[config.mk]
export PLATFORM = sky130hd
export DESIGN_NAME = modport_fifo
export DESIGN_NICKNAME = d
export VERILOG_FILES = /design/src/rtl/modport_fifo.sv
export SDC_FILE = /design/constraint.sdc
export NUM_CORES = 2
export LEC_CHECK = 0
export ABC_AREA = 1
export CAP_MARGIN = 20
export CORE_MARGIN = 4
export CORE_UTILIZATION = 40
export DETAILED_ROUTE_END_ITERATION = 8
export HOLD_SLACK_MARGIN = 0.02
export PLACE_DENSITY = 0.58
export SYNTH_ARGS = -nofsm -noshare
export SYNTH_HDL_FRONTEND = slang
export SYNTH_SLANG_ARGS = --single-unit
export TNS_END_PERCENT = 10
[constraint.sdc]
create_clock -name clk -period 17.9 [get_ports clk]
set_clock_uncertainty 0.2 [all_clocks]
set_input_delay 1.79 -clock clk [delete_from_list [all_inputs] [get_ports clk]]
set_output_delay 1.79 -clock clk [all_outputs]
set_load 0.005 [all_outputs]
[src/rtl/modport_fifo.sv]
// modport_fifo: single-clock FIFO with registered read data and full/empty/almost flags.
// Ports: clk, reset (sync, active-high), i_wren/i_rden/i_wrdata in; o_full/o_empty/o_alm_full/o_alm_empty/o_rddata out.
module modport_fifo #(
    parameter int DATA_W    = 128,
    parameter int DEPTH     = 16,
    parameter int ALM_FULL  = 14,
    parameter int ALM_EMPTY = 2
) (
    input  logic              clk,
    input  logic              reset,
    input  logic              i_wren,
    input  logic              i_rden,
    input  logic [DATA_W-1:0] i_wrdata,
    output logic              o_full,
    output logic              o_empty,
    output logic              o_alm_full,
    output logic              o_alm_empty,
    output logic [DATA_W-1:0] o_rddata
);

    localparam int AW = $clog2(DEPTH);

    typedef logic [AW:0]   cnt_t;
    typedef logic [AW-1:0] ptr_t;

    localparam cnt_t CNT_FULL = cnt_t'(DEPTH);
    localparam cnt_t CNT_AF   = cnt_t'(ALM_FULL);
    localparam cnt_t CNT_AE   = cnt_t'(ALM_EMPTY);

    logic [DATA_W-1:0] mem_q [DEPTH];

    ptr_t              wptr_q, wptr_d;
    ptr_t              rptr_q, rptr_d;
    cnt_t              count_q, count_d;
    logic [DATA_W-1:0] rddata_q, rddata_d;

    logic wr_ok;
    logic rd_ok;

    assign o_full      = (count_q == CNT_FULL);
    assign o_empty     = (count_q == '0);
    assign o_alm_full  = (count_q >= CNT_AF);
    assign o_alm_empty = (count_q <= CNT_AE);
    assign o_rddata    = rddata_q;

    always_comb begin
        rd_ok    = i_rden & ~o_empty;
        // a read on the same edge frees a slot, so a full FIFO still accepts
        wr_ok    = i_wren & (~o_full | rd_ok);
        wptr_d   = wptr_q + ptr_t'(wr_ok);
        rptr_d   = rptr_q + ptr_t'(rd_ok);
        rddata_d = rd_ok ? mem_q[rptr_q] : rddata_q;
        count_d  = count_q;
        unique case ({wr_ok, rd_ok})
            2'b10:   count_d = count_q + cnt_t'(1);
            2'b01:   count_d = count_q - cnt_t'(1);
            default: count_d = count_q;
        endcase
    end

    always_ff @(posedge clk) begin
        if (reset) begin
            wptr_q   <= '0;
            rptr_q   <= '0;
            count_q  <= '0;
            rddata_q <= '0;
        end else begin
            wptr_q   <= wptr_d;
            rptr_q   <= rptr_d;
            count_q  <= count_d;
            rddata_q <= rddata_d;
        end
    end

    // storage is not cleared by reset; reset only blocks the write
    always_ff @(posedge clk) begin
        if (wr_ok && !reset) begin
            mem_q[wptr_q] <= i_wrdata;
        end
    end

endmodule

==> run summary <==
The worst hold path terminates at o_rddata[22]. The worst hold path passes through 2 cells. The number of sinks driven by the clock tree came out at 2189. For this design, the slowest cell found on the critical path is sky130_fd_sc_hd__buf_4.

The synthesis-to-layout area growth came out at 14.0%. The global-route wire length before repair is 342000 µm. The synthesized area per cell came out at 13.3 µm². The worst hold path begins at o_rddata[22].

The placer's final routability congestion estimate came out at 0.756. Fill cells in the final layout number 18600. The most frequent standard cell in the layout excluding fill and tap cells is sky130_fd_sc_hd__edfxtp_1. Max-cap violations in this run came to 0. The worst-case hold slack came out at 0.298 ns. The actual transition at the worst max-transition pin is 1.36 ns. The delay of the slowest cell on the worst path is 0.86 ns.

The worst supply voltage drop on vdd is 0.224 mV. The routed via count came out at 53200. Sequential cells were found to cover 75.8% of the synthesized design area. The final layout net count is 6623.

The setup slack of the worst register-to-register path is 12.69 ns. Walking the worst path, the cells encountered are inv_16 > buf_12 > buf_12 > buf_4 > nor2_1 > nor2_1 > o21ai_0 > o211ai_1 > nand3_1 > nand3_1 > o211ai_1 > inv_1. The met3 capacity usage during global routing is 4.09%.

The first detailed-routing pass took 6 iterations. The number of buffers and inverters on the critical path came out at 5. In the layout the commonest cells are sky130_fd_sc_hd__edfxtp_1, sky130_fd_sc_hd__nor2_1, sky130_fd_sc_hd__o21ai_0. The power after layout came out at 13.4 mW. The synthesized netlist net count came out at 6537. The maximum fanout along the worst path is 232.

The number of library cell types mapped by synthesis came out at 28. The critical path is of the flip-flop to flip-flop type. In this run the power density over the cells is 139 nW/µm². The data required time of the critical path is 18.48 ns.

The via count of the first global-routing pass came to 50500. Setup violations remaining at the end of the flow were counted as 0. The die height is 469 µm.

For this run, global-route usage on met2 was measured as 30.8%. The signal arrival time at the worst endpoint came out at 5.79 ns. The setup TNS came out at 0 ns. The post-route cell area is 96700 µm².

The total setup buffers inserted after CTS came out at 0. After clock tree synthesis, the clock-pin slew on the worst setup and hold paths is 0.06 ns. The number of cells traversed by the worst register-to-register path came out at 12. The initial antenna violation count is 18.

The minimum period implied by the final worst setup slack came out at 5.21 ns. The half-perimeter wire length after placement came out at 115000 µm. The number of H-tree branching levels is 4.

The count of final max-slew check failures is 0. The count of yosys warnings during synthesis came out at 0. The final wirelength came out at 231000 µm. The kind of start point of the critical path is a flip-flop. The worst register-to-register path ends at o_rddata[68].

The worst setup path is captured at a flip-flop. Cells with a size suffix above 1 make up 6.18% of the layout. The number of cells upsized or downsized after cts came out at 0.

For this run, the leading register cell type out of synthesis is sky130_fd_sc_hd__edfxtp_1. The number of buffers added by the clock tree synthesis step came out at 217. The total placed instance area came out at 89600 µm².

The initial core utilization came out at 40.4%. The synthesized netlist cell count is 6400. In the final layout, flip-flops and latches occupy 64300 µm².

The startpoint identified for the worst register-to-register timing path is rptr_q[0]. The area of the core came out at 210000 µm². The ratio of final minimum period to clock period came out at 29.1%. The global route total overflow is 0.

The number of cell rows is 168. The combined area of all synthesized cells is 84800 µm². The count of routing violations after the opening detailed-route iteration is 5414. The area of combinational cells with multiple inputs is 17800 µm². The cell family contributing the most delay on the critical path is buffers and inverters.

The number of buffers added on ports came out at 263. The number of I/O pins is 264. The TritonCTS clock tree is yes. In this run the static leakage power is 31.3 nW. The post-detailed-route DRC marker count is 0. The detailed-route vias per instance came out at 5.60. The global-route met1 utilization is 31.1%. The tree is rooted in a sky130_fd_sc_hd__clkbuf_16. Setup repair after global routing left no endpoint under its margin.

The average detailed-routed wire length per instance came out at 24.3 µm. Measured against its own limit, the worst slew margin works out to 9.34%. The classification of the worst-slack hold path is flip-flop to flip-flop.

The number of routed nets with antenna violations is 0. The maximum clock frequency is 192 MHz. Hold repair after CTS inserted 0 buffers. The layer flagged by global routing as most heavily used is met1.

The proportion of synthesized flip-flops having asynchronous set or reset is 0%. The die outline area is 219000 µm². In this run, synthesis produced a sequential element count of 2189.

The width of the chip is 469 µm. The maximum clock path buffer count is 3. The total track usage is 20.6%. The number of synthesized flops with an enable pin came out at 2048. The pin count of the biggest net entering global routing came out at 245. The clock network latency to the later pin of the worst-skew pair came out at 0.84 ns. The hold violation count in the final report is 0. The run finished with clean final reports.

The utilization after layout is 46.0%.
==> sequential cells by signal (all words and copies together), names as in the netlist <==
register,flops
count_q,5
mem_q,2048
o_rddata,128
rptr_q,4
wptr_q,4
==> worst max path at each step <==
| stage | from | endpoint | slack [ns] | cells after the start |
|---|---|---|---|---|
| 2_1_floorplan | reset | mem_q[0][0] | 9.25 | 5 |
| 3_3_place_gp | i_rden | mem_q[15][49] | 12.12 | 9 |
| 3_5_place_dp | i_rden | mem_q[15][52] | 12.09 | 9 |
| 4_1_cts | rptr_q[0] | o_rddata[68] | 12.59 | 12 |
| 5_1_grt | rptr_q[0] | o_rddata[45] | 12.23 | 12 |
| 6_report | rptr_q[0] | o_rddata[68] | 12.69 | 12 |
==> tightest hold or removal path, delay by kind of cell (launching register included) <==
kind	cells	cell delay, ns
AO/OA/AOI/OAI	1	0.09
flip-flops	1	0.33
buffers and inverters	1	0.05
==> synth_stat cells (4+ instances only) <==
library cell	n	area share (%)
sky130_fd_sc_hd__a21oi_1	10	0.059
sky130_fd_sc_hd__buf_1	28	0.12
sky130_fd_sc_hd__buf_2	156	0.92
sky130_fd_sc_hd__buf_4	27	0.24
sky130_fd_sc_hd__buf_6	20	0.27
sky130_fd_sc_hd__clkbuf_1	229	1.0
sky130_fd_sc_hd__clkbuf_2	9	0.053
sky130_fd_sc_hd__dfxtp_1	141	3.3
sky130_fd_sc_hd__edfxtp_1	2048	72
sky130_fd_sc_hd__ha_1	5	0.074
sky130_fd_sc_hd__inv_1	143	0.63
sky130_fd_sc_hd__inv_2	4	0.018
sky130_fd_sc_hd__nand2_1	275	1.2
sky130_fd_sc_hd__nand3_1	388	2.3
sky130_fd_sc_hd__nor2_1	1327	5.9
sky130_fd_sc_hd__o211ai_1	305	2.7
sky130_fd_sc_hd__o21ai_0	865	5.1
sky130_fd_sc_hd__o21ai_1	98	0.58
sky130_fd_sc_hd__o221ai_1	210	2.2
sky130_fd_sc_hd__o22ai_1	98	0.72
sky130_fd_sc_hd__xnor2_1	5	0.052
==> area by class of cell <==
cell class	instances	area share, %
clock inverter	107	0.973
multi-input combinational	3592	18.4
inverter	150	0.635
clock buffer	308	6.26
timing repair buffer	336	3.48
tap	2805	3.63
sequential	2189	66.5
antenna	11	0.0285
==> cell families after synthesis <==
group           synth area share [%]
xor+xnor                      0.0723
fa+ha+maj                     0.0738
compound gates                  11.3
simple gates                    9.40
buf+inv                         3.28
flops                           75.8
==> through the flow <==
step / worst slack, ns / cells
after floorplan: 9.25 / 6400
after global placement: 12.12 / 9071
after detailed placement: 12.09 / 9071
after CTS: 12.59 / 9486
after global routing: 12.23 / 9491
final: 12.69 / 9498
==> power breakdown <==
part	internal, mW	total (mW)	leakage [nW]	switching (mW)
clock network	2.53	4.44	3.42	1.91
logic	0.966	3.06	8.31	2.09
registers	5.76	5.92	19.6	0.159
total	9.26	13.4	31.3	4.17
==> layer usage <==
metal	share of wire, %	vias up
met5	0.023	-
met3	7.9	294
met4	1.8	8
li1	-	24000
met2	45	1959
met1	46	26900
(Power assumes the default switching activity.)
